===== src/rtl/uart_char_receiver.sv =====
// uart_char_receiver: 8N1 serial receiver with 16x oversampling.
// The stop-bit check drives the outputs. A valid frame pulses we with the
// character on cout. A low stop bit gives a single frame_err pulse, and the
// block then waits for the line to return high.
module uart_char_receiver #(
    parameter int unsigned CLK_FREQ = 100000000,
    parameter int unsigned BAUD     = 9600
) (
    input  logic       clk,
    input  logic       reset_n,
    input  logic       rx,
    output logic [7:0] cout,
    output logic       we,
    output logic       frame_err,
    output logic       busy
);

    localparam int unsigned DIV = CLK_FREQ / (BAUD * 16);
    localparam int unsigned CW  = (DIV > 1) ? $clog2(DIV) : 1;

    typedef enum logic [2:0] {
        IDLE,
        START,
        DATA,
        STOP,
        WAIT_HIGH
    } state_t;

    state_t          state_q, state_d;
    logic [CW-1:0]   cnt_q, cnt_d;
    logic [3:0]      os_q, os_d;
    logic [2:0]      bi_q, bi_d;
    logic [7:0]      sh_q, sh_d;
    logic [7:0]      cout_q, cout_d;
    logic            load_q, load_d;
    logic            we_q, we_d;
    logic            fe_q, fe_d;
    logic            rx_meta_q, rx_s_q;
    logic            tick;

    assign tick      = (cnt_q == CW'(DIV - 1));
    assign cout      = cout_q;
    assign we        = we_q;
    assign frame_err = fe_q;
    assign busy      = (state_q != IDLE);

    // Two-flop synchronizer for the asynchronous line; idle level is high.
    always_ff @(posedge clk) begin
        if (!reset_n) begin
            rx_meta_q <= 1'b1;
            rx_s_q    <= 1'b1;
        end else begin
            rx_meta_q <= rx;
            rx_s_q    <= rx_meta_q;
        end
    end

    // State, counters, data and output registers.
    always_ff @(posedge clk) begin
        if (!reset_n) begin
            state_q <= IDLE;
            cnt_q   <= '0;
            os_q    <= '0;
            bi_q    <= '0;
            sh_q    <= '0;
            cout_q  <= '0;
            load_q  <= 1'b0;
            we_q    <= 1'b0;
            fe_q    <= 1'b0;
        end else begin
            state_q <= state_d;
            cnt_q   <= cnt_d;
            os_q    <= os_d;
            bi_q    <= bi_d;
            sh_q    <= sh_d;
            cout_q  <= cout_d;
            load_q  <= load_d;
            we_q    <= we_d;
            fe_q    <= fe_d;
        end
    end

    // Next-state logic: tick generation, frame sequencing and the output strobes.
    always_comb begin
        state_d = state_q;
        cnt_d   = tick ? '0 : cnt_q + 1'b1;
        os_d    = os_q;
        bi_d    = bi_q;
        sh_d    = sh_q;
        load_d  = 1'b0;
        fe_d    = 1'b0;
        // The stop-bit check and the strobe are one register stage apart, so
        // we rises two cycles after the sampling tick. cout is loaded with it.
        we_d    = load_q;
        cout_d  = load_q ? sh_q : cout_q;

        unique case (state_q)
            IDLE: begin
                if (!rx_s_q) begin
                    state_d = START;
                    os_d    = '0;
                    cnt_d   = '0;
                end
            end
            START: begin
                if (tick) begin
                    if (os_q == 4'd7) begin
                        if (!rx_s_q) begin
                            state_d = DATA;
                            os_d    = '0;
                            bi_d    = '0;
                        end else begin
                            state_d = IDLE;
                        end
                    end else begin
                        os_d = os_q + 4'd1;
                    end
                end
            end
            DATA: begin
                if (tick) begin
                    if (os_q == 4'd15) begin
                        sh_d[bi_q] = rx_s_q;
                        os_d       = '0;
                        if (bi_q == 3'd7) begin
                            state_d = STOP;
                        end else begin
                            bi_d = bi_q + 3'd1;
                        end
                    end else begin
                        os_d = os_q + 4'd1;
                    end
                end
            end
            STOP: begin
                if (tick) begin
                    if (os_q == 4'd15) begin
                        os_d = '0;
                        if (rx_s_q) begin
                            load_d  = 1'b1;
                            state_d = IDLE;
                        end else begin
                            fe_d    = 1'b1;
                            state_d = WAIT_HIGH;
                        end
                    end else begin
                        os_d = os_q + 4'd1;
                    end
                end
            end
            WAIT_HIGH: begin
                if (rx_s_q) begin
                    state_d = IDLE;
                end
            end
            default: begin
                state_d = IDLE;
            end
        endcase
    end

endmodule


===== config.mk =====
export PLATFORM = sky130hd
export DESIGN_NAME = uart_char_receiver
export DESIGN_NICKNAME = d
export VERILOG_FILES = /design/src/rtl/uart_char_receiver.sv
export SDC_FILE = /design/constraint.sdc
export NUM_CORES = 1
export LEC_CHECK = 0
export ABC_AREA = 1
export BUFFER_PORTS_ARGS = -buffer_cell sky130_fd_sc_hd__buf_2
export CORE_MARGIN = 10
export CORE_UTILIZATION = 40
export CTS_CLUSTER_DIAMETER = 80
export CTS_CLUSTER_SIZE = 20
export DETAILED_ROUTE_END_ITERATION = 8
export SYNTH_ARGS = -nofsm -noshare
export SYNTH_HDL_FRONTEND = slang
export SYNTH_SLANG_ARGS = --single-unit

===== constraint.sdc =====
create_clock -name clk -period 1.7 [get_ports clk]
set_input_delay 0.425 -clock clk [delete_from_list [all_inputs] [get_ports clk]]
set_output_delay 0.425 -clock clk [all_outputs]
set_load 0.01 [all_outputs]

==> results.tsv, run 1 <==
metric	value	unit
slew_viol_final	0	
via_per_inst	4.74	
die-width	93.7	um
dp_hpwl	3430	um
holdCritPathClass	primary input to register	
fin_crit_sh	94.6	%
place_area	0.00231	mm^2
clock_skew	5.31	ps
die-area	0.00879	mm^2
row_count	26	
cp_slowest_cell	dfxtp_1	
critPathLaunchType	register	
synth_top_area_share	37.7	%
fin_nets	331	
yosysMostFrequentCell	nand2_1	
postCtsSetupBuffers	0	
netlist_area	0.00217	mm^2
cts_tree	done	
drive_gt1_share	19.1	%
diodes	0	
crit_required	1270	ps
fmax	622	MHz
hold_viol_final	0	
drtIter0Drc	84	
start_util	41.8	%
ys_async_sr_fraction	0	%
grt_pass1_wl	8000	um
clk_pin_slew	70	ps
grtUsageTotal	10.8	%
ir_worst_vdd	0.000508	V
final_core_util	46.9	%
cts.htree.levels	2	
synth-seq-cells	41	
cts_hold_buffers	0	
worstSetupEndpointType	output port	
cts_made_buffers	5	
cap_viol_max_count	0	
worstSetupPathType	register to output port	
die_h	93.7	um
powerDensity	1220	mW/mm^2
critPathTopFamily	flip-flops	
wirelength	4470	um
ios	14	
overflow	0	
yosysUniqueCellTypes	33	
area_growth	12.1	%
total_leakage_power	1.01	nW
arrival	1180	ps
synth.avg_cell_area	7.08	um^2
ys_warn_count	0	
cts_resized	0	
synth_edf_count	0	
finalSetupViolCount	0	
insertion_delay	290	ps
ant_nets	0	
fin_setup_tns	0	ps
whs	319	ps
period_needed	1610	ps
synthFlopType	dfxtp_1	
status	complete, no violations	
first_pass_iters	4	
grt_max_degree	18	
postSynthCellCount	307	
vias	1866	
cp_max_fo	7	
synthTopCellsByCount	nand2_1, nor2_1, dfxtp_1	
syn-num-nets	315	
rsz0062_at_grt	true	
cts.sinks	41	
antenna_found_initial	0	
ff2ff_path_depth	9	
fin_area	0.00244	mm^2
grt_pass1_vias	1771	
wl_per_cell	11.3	um
maxSlewHeadroom	72.5	%
worstMarginPinSlew	408	ps
cts_max_path_buffers	2	
holdPathStages	2	
path_cells	nor2_1, nand2_1, buf_2	
ys_seq_area_share	37.7	%
remaining_drc_errors	0	
p_total	2.97	mW
synthTopCellsByArea	dfxtp_1, nand2_1, nor2_1	
yosysTopAreaCell	dfxtp_1	
cpPeakStageDelay	380	ps
cts-root-buf	clkbuf_8	
gp_congestion	0.881	
core_area	0.00520	mm^2
worst-path-buf-inv	1	
path_depth	3	
portBuffers	13	
==> report_power, final <==
group	leakage, nW	internal [mW]	total (mW)	switching [mW]
Sequential	0.333	1.04	1.11	0.0779
Combinational	0.618	0.358	1.05	0.691
Clock	0.0574	0.477	0.808	0.331
==> path summary, 6_finish.rpt <==
path	startpoint	end	slack (ps)
min reg2reg	rx_meta_q$_SDFF_PN1_	rx_s_q$_SDFF_PN1_	420
max	state_q[0]$_SDFFE_PN0P_	busy	90
min	rx	rx_meta_q$_SDFF_PN1_	320
max reg2reg	cnt_q[0]$_SDFF_PN0_	os_q[3]$_SDFFE_PN0P_	120
==> registers in the layout (all words and copies together) (netlist names) <==
name and count:
we 1, rx_s_q 1, cnt_q 10, frame_err 1, sh_q 8, rx_meta_q 1
cout 8, state_q 3, bi_q 3, load_q 1, os_q 4
==> metal layers <==
| metal | global-route usage [%] | wire length, um | vias to the layer above |
|---|---|---|---|
| met5 | 0 | 0 | - |
| met4 | 2.28 | 35 | 0 |
| met3 | 3.12 | 180 | 5 |
| met2 | 15.7 | 1860 | 29 |
| met1 | 15.2 | 2390 | 804 |
| li1 | - | - | 1028 |
==> worst register-to-register path: stages, from the launching register on <==
cell and delay (ps):
dfxtp_2 340, inv_1 90, ha_2 200, nand2_1 80, nor2_4 180, nand3_2 130
a21oi_4 210, inv_2 80, nor3_2 100, nor2_1 50
==> layout make-up <==
class / instances / area (um^2)
Sequential cell: 41 / 823
Timing Repair Buffer: 18 / 103
Clock buffer: 6 / 82.6
Tap cell: 70 / 87.6
Multi-Input combinational cell: 221 / 1170
Clock inverter: 2 / 37.5
Inverter: 36 / 135
Fill cell: 543 / 2770
==> stage by stage <==
| step | cells | setup WS (ps) |
|---|---|---|
| 6_report | 394 | 91.6 |
| 5_1_grt | 394 | -12.0 |
| 4_1_cts | 394 | 96.2 |
| 3_5_place_dp | 386 | 119 |
| 3_3_place_gp | 386 | 169 |
| 2_1_floorplan | 307 | 254 |
==> logic make-up after synthesis <==
kind of cell | synth area share [%]
simple gates | 37.9
buf+inv | 8.80
compound gates | 11.0
flops | 37.7
fa+ha+maj | 2.88
xor+xnor | 1.61
==> cells in the final DEF, fill, tap and decap left out, drive strengths merged <==
master | netlist | final
nand2 | 59 | 59
clkinv | 1 | 1
nand3 | 28 | 28
o21a | 3 | 3
a31oi | 2 | 2
o211ai | 2 | 2
nor4 | 3 | 3
or2 | 3 | 3
clkinvlp | 0 | 1
o21ai | 16 | 16
nand3b | 1 | 1
xor2 | 3 | 3
nor2 | 59 | 59
nor3 | 8 | 8
nand4 | 9 | 9
bufinv | 0 | 1
ha | 5 | 5
clkbuf | 3 | 6
xnor2 | 1 | 1
inv | 35 | 35
dfxtp | 41 | 41
buf | 6 | 18
a21oi | 19 | 19
No activity file was read; power rests on OpenSTA's default activity.
==> run 2, diff against run 1 <==
--- a/config.mk
+++ b/config.mk
@@ -12,6 +12,7 @@
 export CTS_CLUSTER_DIAMETER = 80
 export CTS_CLUSTER_SIZE = 20
 export DETAILED_ROUTE_END_ITERATION = 8
+export PLACE_DENSITY_LB_ADDON = 0.15
 export SYNTH_ARGS = -nofsm -noshare
 export SYNTH_HDL_FRONTEND = slang
 export SYNTH_SLANG_ARGS = --single-unit
==> run 2 against run 1 <==
Setup slack gained 17 ps. Cell count grew 0.25%. Critical endpoint unchanged. Clock power shrank 1%. Sequential share of layout area is essentially flat. Largest cell class unchanged. Largest power group unchanged.
==> results.tsv, run 2 (same netlist as run 1, synthesis figures left out) <==
metric	value	unit	change
insertion_delay	300	ps	was 290 ps
ios	14		unchanged
grt_pass1_wl	8330	um	was 8000 um
drive_gt1_share	19.1	%	about the same
fin_crit_sh	93.6	%	was 94.6%
top_register	cnt_q		unchanged
overflow	0		unchanged
grt_pass1_vias	1857		was 1771
cts_max_path_buffers	2		unchanged
layout_commonest_cell	nand2_1		unchanged
slew_viol_final	0		unchanged
cts_tree	done		unchanged
ir_worst_vdd	0.000690	V	was 0.000508 V
critPathLaunchType	register		unchanged
postCtsSetupBuffers	0		unchanged
crit_required	1270	ps	about the same
hold_viol_final	0		unchanged
dp_hpwl	3510	um	was 3430 um
cap_viol_max_count	0		unchanged
wirelength	4540	um	was 4470 um
via_per_inst	4.88		was 4.74
cts.htree.levels	2		unchanged
holdPathStages	2		unchanged
cts_hold_buffers	0		unchanged
die-area	0.00879	mm^2	unchanged
powerDensity	1220	mW/mm^2	about the same
portBuffers	13		unchanged
ant_nets	0		unchanged
cts_resized	0		unchanged
start_util	41.8	%	unchanged
clk_pin_slew	90	ps	was 70 ps
cts_made_buffers	5		unchanged
worstSetupPathType	register to output port		unchanged
cts-root-buf	clkbuf_8		unchanged
total_leakage_power	1.01	nW	about the same
remaining_drc_errors	0		unchanged
reg2reg_to	state_q[0]$_SDFFE_PN0P_		was os_q[3]$_SDFFE_PN0P_
ff2ff_path_depth	10		was 9
die-width	93.7	um	unchanged
cp_max_fo	7		unchanged
core_area	0.00520	mm^2	unchanged
antenna_found_initial	0		unchanged
dp_slack	120	ps	was 119 ps
status	complete, no violations		unchanged
min-delay-start	rx		unchanged
min_to	rx_meta_q$_SDFF_PN1_		unchanged
cts.sinks	41		unchanged
row_count	26		unchanged
largest_reg_flops	10		unchanged
period_needed	1590	ps	was 1610 ps
reg2reg_setup_slack	130	ps	was 120 ps
grtUsageTotal	11.3	%	was 10.8%
dp.cells	387		was 386
worstSetupEndpointType	output port		unchanged
final_cell_mix	nand2_1, nor2_1, dfxtp_1, inv_1, nand3_1		unchanged
holdCritPathClass	primary input to register		unchanged
arrival	1170	ps	was 1180 ps
diodes	0		unchanged
wl_per_cell	11.5	um	was 11.3 um
fin_setup_tns	0	ps	unchanged
clock_skew	7.92	ps	was 5.31 ps
final_core_util	46.8	%	was 46.9%
timing.rr.start	bi_q[1]$_SDFFE_PN0P_		was cnt_q[0]$_SDFF_PN0_
worstMarginPinSlew	425	ps	was 408 ps
first_pass_iters	4		unchanged
stdcell_count	395		was 394
vias	1929		was 1866
die_h	93.7	um	unchanged
maxSlewHeadroom	71.6	%	was 72.5%
fmax	629	MHz	was 622 MHz
finalSetupViolCount	0		unchanged
grt_max_degree	15		was 18
rsz0062_at_grt	true		unchanged
layout_setup_ws	109	ps	was 91.6 ps
fin_nets	332		was 331
area_growth	12.0	%	was 12.1%
drtIter0Drc	79		was 84
gp_congestion	0.848		was 0.881
## run 2: cell count changes in the layout (fill, tap and decap cells not counted), sizes merged
cell    delta
clkbuf     -1
buf        +1
clkinv     +1
## run 2: stage by stage
stage | power [mW] | hold WS (ps) | area [um^2]
detailed placement | 2.19 | 403 | 2320
global placement | 2.19 | 402 | 2320
CTS | 3.00 | 300 | 2430
finish | 2.98 | 310 | 2430
global route | 3.23 | 295 | 2430
floorplan | 1.96 | 393 | 2170
## run 2: critical path, cell delays in order (launching register included)
cell	delay, ps
dfxtp_1	380
nor2_1	230
nand2_1	110
buf_2	150
## run 2: worst max-delay path by stage
stage	startpoint	cells past startpoint	slack, ps	to
after floorplan	cnt_q[0]$_SDFF_PN0_	9	250	os_q[3]$_SDFFE_PN0P_
after global placement	cnt_q[0]$_SDFF_PN0_	9	160	os_q[3]$_SDFFE_PN0P_
after detailed placement	cnt_q[0]$_SDFF_PN0_	9	120	os_q[3]$_SDFFE_PN0P_
after CTS	state_q[0]$_SDFFE_PN0P_	3	100	busy
after global routing	cnt_q[0]$_SDFF_PN0_	9	-9	os_q[3]$_SDFFE_PN0P_
final	state_q[0]$_SDFFE_PN0P_	3	110	busy
## run 2: layout make-up
type	instances	area, um^2
Fill cell	554	2770
Inverter	36	135
Multi-Input combinational cell	221	1160
Clock buffer	5	68.8
Tap cell	70	87.6
Sequential cell	41	822
Clock inverter	3	46.3
Timing Repair Buffer	19	110
## run 2: routing by layer
metal	global-route usage (%)	wire, um	part of all wire [%]	up-vias
met4	4.30	66	1.5	0
met5	0	0	0	-
met1	14.7	2300	51	863
li1	-	-	-	1032
met3	2.72	139	3.1	6
met2	17.4	2030	45	28
## run 2: report_power, final
part / switching (mW) / leakage (nW) / internal, mW / total [mW]
clock: 0.358 / 0.0543 / 0.440 / 0.797
sequential: 0.0870 / 0.332 / 1.03 / 1.12
combinational: 0.689 / 0.621 / 0.370 / 1.06
==> run 3, diff against run 2 <==
--- a/config.mk
+++ b/config.mk
@@ -7,12 +7,13 @@
 export LEC_CHECK = 0
 export ABC_AREA = 1
 export BUFFER_PORTS_ARGS = -buffer_cell sky130_fd_sc_hd__buf_2
-export CORE_MARGIN = 10
 export CORE_UTILIZATION = 40
 export CTS_CLUSTER_DIAMETER = 80
 export CTS_CLUSTER_SIZE = 20
 export DETAILED_ROUTE_END_ITERATION = 8
+export MAX_ROUTING_LAYER = met4
 export PLACE_DENSITY_LB_ADDON = 0.15
 export SYNTH_ARGS = -nofsm -noshare
 export SYNTH_HDL_FRONTEND = slang
 export SYNTH_SLANG_ARGS = --single-unit
+export TNS_END_PERCENT = 1
==> run 3 against run 2 <==
Hold slack better by 9.1 ps. Global-route usage up 6.2 points. Die area down 35%. Combinational power about the same. Clock skew rose by 1.1 ps. Register-to-register slack got worse by 20 ps. Via count increased by 0.98%. Clock-buffer cell count unchanged. Sequential share of layout area shrank 0.44 points. Non-clock buffer count increased by 4. Largest power group unchanged.
==> results.tsv, run 3 (same netlist as run 1, synthesis figures left out) <==
metric	value	unit	change
ios	14		unchanged
path_cells	inv_4, ha_4, nand2_2, nor2_4, buf_4, nand4_4, nor3_4, nand2_1, nand2_1, nor2_1		was nor2_1, nand2_1, buf_2
cts_max_path_buffers	2		unchanged
holdCritPathClass	primary input to register		unchanged
top_register	cnt_q		unchanged
fin_crit_sh	93.4	%	was 93.6%
total_leakage_power	1.04	nW	was 1.01 nW
vias	1948		was 1929
layout_commonest_cell	nand2_1		unchanged
core_area	0.00517	mm^2	was 0.00520 mm^2
path_common_cell	nand2_1		
grt_pass1_wl	7380	um	was 8330 um
antenna_found_initial	0		unchanged
hold_viol_final	0		unchanged
grt_pass1_vias	1676		was 1857
wl_per_cell	11.4	um	was 11.5 um
portBuffers	13		unchanged
critPathLaunchType	register		unchanged
row_count	26		unchanged
die-area	0.00574	mm^2	was 0.00879 mm^2
final_cell_mix	nand2_1, nor2_1, dfxtp_1, inv_1, nand3_1		unchanged
cts_tree	done		unchanged
cts-root-buf	clkbuf_8		unchanged
die-width	75.7	um	was 93.7 um
final_core_util	48.1	%	was 46.8%
cpPeakStageDelay	370	ps	was 380 ps
drive_gt1_share	22.8	%	was 19.1%
period_needed	1590	ps	about the same
arrival	1780	ps	was 1170 ps
ff2ff_path_depth	10		unchanged
cts_hold_buffers	0		unchanged
critPathTopFamily	simple AND/OR/NAND/NOR gates		was flip-flops
clk_pin_slew	80	ps	was 90 ps
drtIter0Drc	131		was 79
remaining_drc_errors	0		unchanged
cts.htree.levels	2		unchanged
wirelength	4530	um	was 4540 um
largest_reg_flops	10		unchanged
worstSetupPathType	register to register		was register to output port
ir_worst_vdd	0.000630	V	was 0.000690 V
area_growth	14.5	%	was 12.0%
cp_slowest_cell	dfxtp_4		was dfxtp_1
fin_setup_tns	0	ps	unchanged
slew_viol_final	0		unchanged
cts.sinks	41		unchanged
cp_max_fo	5		was 7
powerDensity	1150	mW/mm^2	was 1220 mW/mm^2
finalSetupViolCount	0		unchanged
holdPathStages	2		unchanged
path_depth	10		was 3
reg2reg_setup_slack	110	ps	was 130 ps
fmax	630	MHz	was 629 MHz
clock_skew	9.04	ps	was 7.92 ps
grtUsageTotal	17.5	%	was 11.3%
insertion_delay	290	ps	was 300 ps
fin_nets	336		was 332
dp_hpwl	3360	um	was 3510 um
cts_made_buffers	5		unchanged
maxSlewHeadroom	72.3	%	was 71.6%
gp_congestion	0.927		was 0.848
via_per_inst	4.88		about the same
start_util	42.0	%	was 41.8%
first_pass_iters	4		unchanged
worstSetupEndpointType	register		was output port
worstMarginPinSlew	415	ps	was 425 ps
cap_viol_max_count	0		unchanged
ant_nets	0		unchanged
crit_required	1900	ps	was 1270 ps
grt_max_degree	15		unchanged
diodes	0		unchanged
worst-path-buf-inv	2		was 1
status	complete, no violations		unchanged
overflow	0		unchanged
die_h	75.7	um	was 93.7 um
run 3: cell types whose count changed in the layout (fill, tap and decap cells not counted), moves of 2 or more:
cell,previous run,this run
buf_4,6,10
clkinv_2,0,2
dfxtp_1,40,36
dfxtp_2,1,4
inv_2,6,4
nor2_1,49,46
nor2_2,6,8
run 3: cell type report:
| class | instances | area [um^2] |
|---|---|---|
| fill | 517 | 2680 |
| multi-input combinational | 221 | 1210 |
| sequential | 41 | 830 |
| timing repair buffer | 23 | 140 |
| inverter | 36 | 138 |
| tap | 70 | 87.6 |
| clock buffer | 5 | 68.8 |
| clock inverter | 3 | 17.5 |
run 3: power breakdown:
group	internal, mW	total (mW)	switching (mW)
logic	0.383	1.08	0.701
registers	1.04	1.14	0.103
clock network	0.283	0.622	0.338
run 3: final timing paths:
kind / startpoint / to
setup reg to reg: cnt_q[0]$_SDFF_PN0_ / sh_q[6]$_SDFFE_PN0P_
hold / removal: rx / rx_meta_q$_SDFF_PN1_
setup / recovery: cnt_q[0]$_SDFF_PN0_ / sh_q[6]$_SDFFE_PN0P_
hold reg to reg: rx_meta_q$_SDFF_PN1_ / rx_s_q$_SDFF_PN1_
run 3: what timing repair did:
action                                  in CTS  in global routing
setup buffers                                0                  4
endpoints found under the setup margin       0                 11
endpoints found under the hold margin        0                  0
gates resized for setup                      0                 19
run 3: worst reg2reg max path: stages (launching register included):
cell and delay (ps):
dfxtp_4 370, inv_4 70, ha_4 140, nand2_2 60, nor2_4 130, buf_4 130
nand4_4 190, nor3_4 240, nand2_1 70, nand2_1 70, nor2_1 40
run 3: per-layer routing:
layer  wire, um  part of all wire, %  global-route usage [%]  up-vias
met3        164                  3.6                    3.57       10
met5          0                    0                       -        -
li1           -                    -                       -     1036
met2       1940                   43                    25.8       39
met4         85                  1.9                    6.17        0
met1       2350                   52                    23.7      863
run 3: per-stage QoR:
stage               cells  instance area [um^2]  power, mW  setup WS, ps  hold slack (ps)
floorplan             307                  2170       1.96           254              393
global placement      387                  2320       2.20           157              395
detailed placement    387                  2320       2.19          86.0              402
CTS                   395                  2400       2.82          58.7              311
global route          399                  2490       3.06         -8.38              311
finish                399                  2490       2.85           112              319
